## src/rtl/audio_clk_pkg.sv

```systemverilog
// Shared types for the audio serial-clock generator: framing modes, FSM
// state encoding and the runtime configuration record.
package audio_clk_pkg;

  localparam logic MODE_I2S = 1'b0;
  localparam logic MODE_TDM = 1'b1;

  // Widest half-period divide value the config record can hold; DIV_WIDTH
  // on the top level must not exceed this.
  localparam int CFG_DIV_MAX_W = 16;

  typedef enum logic [1:0] {
    ST_IDLE     = 2'd0,
    ST_RUN      = 2'd1,
    ST_STOPPING = 2'd2
  } state_e;

  typedef struct packed {
    logic [CFG_DIV_MAX_W-1:0] half_div;
    logic                     mode;
  } cfg_t;

endpackage

```

## src/rtl/clk_half_divider.sv

```systemverilog
// Half-period counter for BCLK: counts 0..i_half_div while running and
// raises o_tc on the terminal count, restarting from 0 on the next cycle.
module clk_half_divider #(
  parameter int W = 8
) (
  input  logic         i_clock,
  input  logic         i_reset,
  input  logic         i_run,
  input  logic [W-1:0] i_half_div,
  output logic         o_tc
);

  logic [W-1:0] cnt;

  // >= rather than == so a count already past a shrunken divide value
  // still terminates instead of wrapping through the whole range.
  assign o_tc = i_run && (cnt >= i_half_div);

  always_ff @(posedge i_clock) begin
    if (i_reset || !i_run || o_tc) begin
      cnt <= '0;
    end else begin
      cnt <= cnt + 1'b1;
    end
  end

endmodule

```

## src/rtl/audio_clock_divider.sv

```systemverilog
// I2S/TDM BCLK and frame-sync generator with aligned bit/frame strobes.
// Divide ratio and mode reload, and stop, only take effect at frame boundaries.
module audio_clock_divider
  import audio_clk_pkg::*;
#(
  parameter int DIV_WIDTH  = 8,
  parameter int SLOT_BITS  = 32,
  parameter int NUM_SLOTS  = 2,
  parameter int SLOT_IDX_W = $clog2(NUM_SLOTS),
  parameter int BIT_IDX_W  = $clog2(SLOT_BITS)
) (
  input  logic                  i_clock,
  input  logic                  i_reset,
  input  logic                  i_enable,
  input  logic [DIV_WIDTH-1:0]  i_half_div,
  input  logic                  i_mode,
  input  logic                  i_cfg_load,
  output logic                  o_bclk,
  output logic                  o_lrclk,
  output logic                  o_bclk_rise,
  output logic                  o_bclk_fall,
  output logic                  o_frame_start,
  output logic [SLOT_IDX_W-1:0] o_slot,
  output logic [BIT_IDX_W-1:0]  o_bit,
  output logic                  o_busy,
  output state_e                o_state
);

  localparam logic [BIT_IDX_W-1:0]  BIT_LAST  = BIT_IDX_W'(SLOT_BITS - 1);
  localparam logic [SLOT_IDX_W-1:0] SLOT_LAST = SLOT_IDX_W'(NUM_SLOTS - 1);
  localparam logic [SLOT_IDX_W-1:0] SLOT_HALF = SLOT_IDX_W'(NUM_SLOTS / 2);

  state_e state_q, state_d;
  cfg_t   active_q, active_d, pending_q, pending_d, load_cfg;
  logic   pend_q, pend_d;

  logic                  bclk_q, lrclk_q, rise_q, fall_q, fs_q, busy_q;
  logic                  bclk_d, lrclk_d, rise_d, fall_d, fs_d, busy_d;
  logic [SLOT_IDX_W-1:0] slot_q, slot_d;
  logic [BIT_IDX_W-1:0]  bit_q, bit_d;

  logic tc, fall_edge, bit_wrap, frame_wrap, boundary, start;

  clk_half_divider #(.W(CFG_DIV_MAX_W)) u_half_div (
    .i_clock    (i_clock),
    .i_reset    (i_reset),
    .i_run      (state_q != ST_IDLE),
    .i_half_div (active_q.half_div),
    .o_tc       (tc)
  );

  assign load_cfg.half_div = CFG_DIV_MAX_W'(i_half_div);
  assign load_cfg.mode     = i_mode;

  assign fall_edge  = tc && bclk_q;
  assign bit_wrap   = (bit_q == BIT_LAST);
  assign frame_wrap = bit_wrap && (slot_q == SLOT_LAST);
  assign boundary   = fall_edge && frame_wrap;
  assign start      = (state_q == ST_IDLE) && i_enable;

  always_ff @(posedge i_clock) begin
    if (i_reset) begin
      state_q <= ST_IDLE;
    end else begin
      state_q <= state_d;
    end
  end

  always_comb begin
    state_d = state_q;
    unique case (state_q)
      ST_IDLE:     if (i_enable) state_d = ST_RUN;
      ST_RUN:      if (!i_enable) state_d = ST_STOPPING;
      ST_STOPPING: begin
        if (boundary)      state_d = ST_IDLE;
        else if (i_enable) state_d = ST_RUN;
      end
      default:     state_d = ST_IDLE;
    endcase
  end

  // A load arriving on a boundary cycle lands in pending after the copy,
  // so the boundary consumes the older value.
  always_comb begin
    active_d  = active_q;
    pending_d = pending_q;
    pend_d    = pend_q;
    if (pend_q && (start || (boundary && state_q == ST_RUN))) begin
      active_d = pending_q;
      pend_d   = 1'b0;
    end
    if (i_cfg_load) begin
      if (state_q == ST_IDLE) begin
        active_d = load_cfg;
        pend_d   = 1'b0;
      end else begin
        pending_d = load_cfg;
        pend_d    = 1'b1;
      end
    end
  end

  always_comb begin
    bclk_d  = bclk_q;
    lrclk_d = lrclk_q;
    rise_d  = 1'b0;
    fall_d  = 1'b0;
    fs_d    = 1'b0;
    slot_d  = slot_q;
    bit_d   = bit_q;
    busy_d  = (state_d != ST_IDLE);
    if (state_q == ST_IDLE) begin
      bclk_d  = 1'b0;
      lrclk_d = 1'b0;
      slot_d  = '0;
      bit_d   = '0;
      if (i_enable) begin
        fs_d    = 1'b1;
        lrclk_d = (active_d.mode == MODE_TDM);
      end
    end else if (tc) begin
      bclk_d = !bclk_q;
      rise_d = !bclk_q;
      fall_d = bclk_q;
      if (bclk_q) begin
        bit_d  = bit_wrap ? '0 : bit_q + 1'b1;
        slot_d = !bit_wrap ? slot_q : (slot_q == SLOT_LAST) ? '0 : slot_q + 1'b1;
        if (frame_wrap && state_q == ST_STOPPING) begin
          lrclk_d = 1'b0;
        end else begin
          fs_d = frame_wrap;
          if (active_d.mode == MODE_TDM) begin
            lrclk_d = (slot_d == '0) && (bit_d == '0);
          end else begin
            lrclk_d = (slot_d >= SLOT_HALF);
          end
        end
      end
    end
  end

  always_ff @(posedge i_clock) begin
    if (i_reset) begin
      active_q  <= '0;
      pending_q <= '0;
      pend_q    <= 1'b0;
      bclk_q    <= 1'b0;
      lrclk_q   <= 1'b0;
      rise_q    <= 1'b0;
      fall_q    <= 1'b0;
      fs_q      <= 1'b0;
      busy_q    <= 1'b0;
      slot_q    <= '0;
      bit_q     <= '0;
    end else begin
      active_q  <= active_d;
      pending_q <= pending_d;
      pend_q    <= pend_d;
      bclk_q    <= bclk_d;
      lrclk_q   <= lrclk_d;
      rise_q    <= rise_d;
      fall_q    <= fall_d;
      fs_q      <= fs_d;
      busy_q    <= busy_d;
      slot_q    <= slot_d;
      bit_q     <= bit_d;
    end
  end

  assign o_bclk        = bclk_q;
  assign o_lrclk       = lrclk_q;
  assign o_bclk_rise   = rise_q;
  assign o_bclk_fall   = fall_q;
  assign o_frame_start = fs_q;
  assign o_slot        = slot_q;
  assign o_bit         = bit_q;
  assign o_busy        = busy_q;
  assign o_state       = state_q;

endmodule
```

## config.mk

```make
export PLATFORM = sky130hd
export DESIGN_NAME = audio_clock_divider
export DESIGN_NICKNAME = d
export VERILOG_FILES = /design/src/rtl/audio_clk_pkg.sv /design/src/rtl/clk_half_divider.sv /design/src/rtl/audio_clock_divider.sv
export SDC_FILE = /design/constraint.sdc
export NUM_CORES = 1
export LEC_CHECK = 0
export BUFFER_PORTS_ARGS = -buffer_cell sky130_fd_sc_hd__buf_2
export CAP_MARGIN = 20
export CELL_PAD_IN_SITES_DETAIL_PLACEMENT = 1
export CELL_PAD_IN_SITES_GLOBAL_PLACEMENT = 1
export CORE_MARGIN = 2
export CORE_UTILIZATION = 44
export CTS_BUF_LIST = sky130_fd_sc_hd__clkbuf_4 sky130_fd_sc_hd__clkbuf_8
export CTS_CLUSTER_SIZE = 14
export DETAILED_ROUTE_END_ITERATION = 10
export GPL_TIMING_DRIVEN = 0
export PLACE_DENSITY_LB_ADDON = 0.12
export SLEW_MARGIN = 15
export SYNTH_ARGS = -nofsm -noshare
export SYNTH_HDL_FRONTEND = slang
export SYNTH_SLANG_ARGS = --single-unit
```

## constraint.sdc

```tcl
create_clock -name i_clock -period 2.75 [get_ports i_clock]
set_input_delay 0.55 -clock i_clock [delete_from_list [all_inputs] [get_ports i_clock]]
set_output_delay 0.55 -clock i_clock [all_outputs]
set_load 0.005 [all_outputs]
```

==> flow_summary.toml <==
[status]
outcome = "finished, final reports clean"

[yosys]
yosysWarnings = 0
synth_area_leader_cell = "dfxtp_1"
syn_area_um2 = 2770
synth.avg_cell_area_um2 = 9.06
async_flop_share = 0
synth_area_leaders = "dfxtp_1 41%, ha_1 9.5%, nor2_1 7.0%"
ys_types = 45
synth-seq-cells = 57
ys.flop_type = "dfxtp_1"
synth_most_common_cell = "dfxtp_1"
syn_inst = 306
synthTopCellsByCount = "57 x dfxtp_1, 52 x nor2_1, 23 x inv_1"
synth_fp_nets = 340
yosysSeqAreaShare = 0.412
synth_edf_count = 0
netlist.area_leader.share = 0.412

[global_routing]
grt_pass1_wl_um = 10900
grt_util_all_layers = 0.201
grt_overflow = 0
grt_pass1_vias = 2384
grt_start_max_net_pins = 11
antenna_found_initial = 0

[die]
placement_rows = 28
core_um2 = 5990
die_x_um = 83.4
die_area_um2 = 6950
num_io_pins = 27
start_util = 0.463
fp.dieH_um = 83.4

[cts]
postCtsHoldBufs = 0
path_clk_slew_ns = 0.07
clockRootBuffer = "clkbuf_8"
htree_levels = 3
clock-sinks = 57
cts_buffers = 9
max-clock-path-buffers = 2
clkLatencyLatePin_ns = 0.35
cts_tree = "yes"

[route]
top_layer_used = "met4"
route.detailed.drc = 0
wl_per_cell_um = 15.0
avgViaCountPerCell = 5.35
drt-met1-wl_um = 2910
first_pass_iters = 4
drt-initial-drc-count = 41
vias = 2258
antenna_left = 0
dr_wl_met2_um = 3060
wl_um = 6320
dr_wl_met3_um = 188

[worst_hold_path]
hp-class = "input port to flop"
whs_path_depth = 3
min_from = "i_half_div[1]"
whs_endpoint = "pending_q[2]$_SDFFE_PP0P_"

[finish]
area_growth_syn_to_layout_pct = 17.5
fin_nets = 376
fill_cells = 723
regArea_um2 = 1150
layout-drive-gt1-share = 0.167
diodes = 0
multi_input_area_um2 = 1520

[sta]
max_clock_freq_mhz = 389
tightest_slew_ns = 0.662
post-route-min-period_ns = 2.57
tns_ns = 0
hold_viol = 0
rsz0062_at_grt = "no"
slew_headroom = 0.559
fin_ws_ns = 0.180
drv_slew = 0
period_share = 0.935
setup_violations = 0
skew_ns = 0.00808

[power_and_ir_drop]
ir_drop_v = 0.000494
power_leakage_nw = 1.37
power_density_nw_per_um2 = 591

[place]
dp_hpwl_um = 4700
port_buffers = 25
place_ws_ns = -0.0601
gp_congestion = 0.770

[run]
maxCapViolCount = 0

[critical_path]
worstPathRequired_ns = 2.96
r2r_cells = 10
start_kind = "flop"
crit_type = "flop to flop"
worstPathArrival_ns = 2.78
reg2reg_to = "o_lrclk$_SDFFE_PP0P_"
worstPathMaxFanout = 10
endpoint_kind = "flop"
crit_start = "o_bit[0]$_SDFFE_PP0P_"
r2r_setup_slack_ns = 0.18
r2r-start = "o_bit[0]$_SDFFE_PP0P_"
power breakdown:
| part | leakage, nW | switching (W) | total, W | internal (W) |
|---|---|---|---|---|
| Sequential | 0.465 | 0.0000167 | 0.000866 | 0.000849 |
| Clock | 0.115 | 0.000346 | 0.000902 | 0.000556 |
| Combinational | 0.789 | 0.0000934 | 0.000157 | 0.0000635 |
metal layers:
metal  vias to the layer above  GRT usage
li1                       1144          -
met5                         -          0
met4                         0     0.0984
met3                        16     0.0477
met1                      1070      0.248
met2                        28      0.327
worst max-delay path by stage:
stage / endpoint / depth (start not counted) / slack (ns)
after floorplan: active_q[0]$_SDFF_PP0_ / 10 / 0.24
after global placement: o_lrclk$_SDFFE_PP0P_ / 10 / -0.004
after detailed placement: o_lrclk$_SDFFE_PP0P_ / 10 / -0.06
after CTS: o_lrclk$_SDFFE_PP0P_ / 10 / 0.005
after global routing: o_lrclk$_SDFFE_PP0P_ / 10 / 0.01
final: o_lrclk$_SDFFE_PP0P_ / 10 / 0.18
cells by family (layout without fill, tap and decap cells):
logic type               Yosys count  in the layout  synth area share
adder cells (fa/ha/maj)           21             21            0.0948
flip-flops                        57             57             0.412
XOR/XNOR                          16             16            0.0505
buffers and inverters             34             75            0.0523
multiplexers                      20             20            0.0727
AND/OR/NAND/NOR                  112            112             0.194
AO/OA/AOI/OAI                     46             46             0.124
metrics by stage:
step / instances / hold WS (ns) / power (W) / util / cell area, um2
2_1_floorplan: 306 / 0.430 / 0.000989 / - / 2770
3_3_place_gp: 406 / 0.450 / 0.00104 / 0.499 / 2990
3_5_place_dp: 406 / 0.455 / 0.00104 / 0.499 / 2990
4_1_cts: 422 / 0.435 / 0.00195 / 0.538 / 3220
5_1_grt: 422 / 0.464 / 0.00200 / 0.544 / 3260
6_report: 422 / 0.442 / 0.00192 / 0.544 / 3260
registers in the layout (all words and copies together) (netlist names):
register / count
o_slot: 1
o_bclk: 1
o_bclk_fall: 1
o_busy: 1
o_bit: 5
o_lrclk: 1
pend_q: 1
pending_q: 9
u_half_div.cnt: 16
o_bclk_rise: 1
o_state: 2
o_frame_start: 1
active_q: 17
cells in the final DEF, fill, tap and decap left out, types with 2 or more instances in the layout:
master and instances:
a211oi_1 11, a21o_1 2, a21oi_1 9, a32oi_1 2, and2_1 2, and3_1 3
buf_1 3, buf_2 25, bufinv_16 2, clkbuf_1 6, clkbuf_8 11, clkinv_2 2
dfxtp_1 55, ha_1 19, inv_1 23, mux2i_1 19, nand2_1 16, nand2b_1 3
nand3_1 7, nand4_1 4, nor2_1 52, nor3_1 7, nor4_1 8, o2111ai_1 2
o211ai_1 2, o21ai_0 5, o21ai_1 2, o221ai_1 2, or2_2 2, xnor2_1 7
xor2_1 9
worst max-delay path, cell delays in order (launching register included):
cell and delay, ns:
dfxtp_4 0.37, ha_2 0.21, and3_4 0.20, ha_4 0.16, ha_1 0.17, inv_1 0.08
or4_4 0.51, o22a_4 0.21, buf_12 0.14, o2111ai_1 0.21, o221ai_1 0.16
area by class of cell:
| cell class | count | area share |
|---|---|---|
| buffer | 11 | 0.0188 |
| clock inverter | 5 | 0.0238 |
| multi-input combinational | 215 | 0.465 |
| tap | 75 | 0.0288 |
| clock buffer | 11 | 0.0465 |
| inverter | 23 | 0.0265 |
| timing repair buffer | 25 | 0.0384 |
| sequential | 57 | 0.352 |
repair_timing:
action                     4_1_cts  5_1_grt
setup buffers                    0        0
resized for setup                2       10
pin swaps                        0        0
gates cloned                     0        0
setup endpoints to repair        6       18
Power figures use the tool's default switching activity.
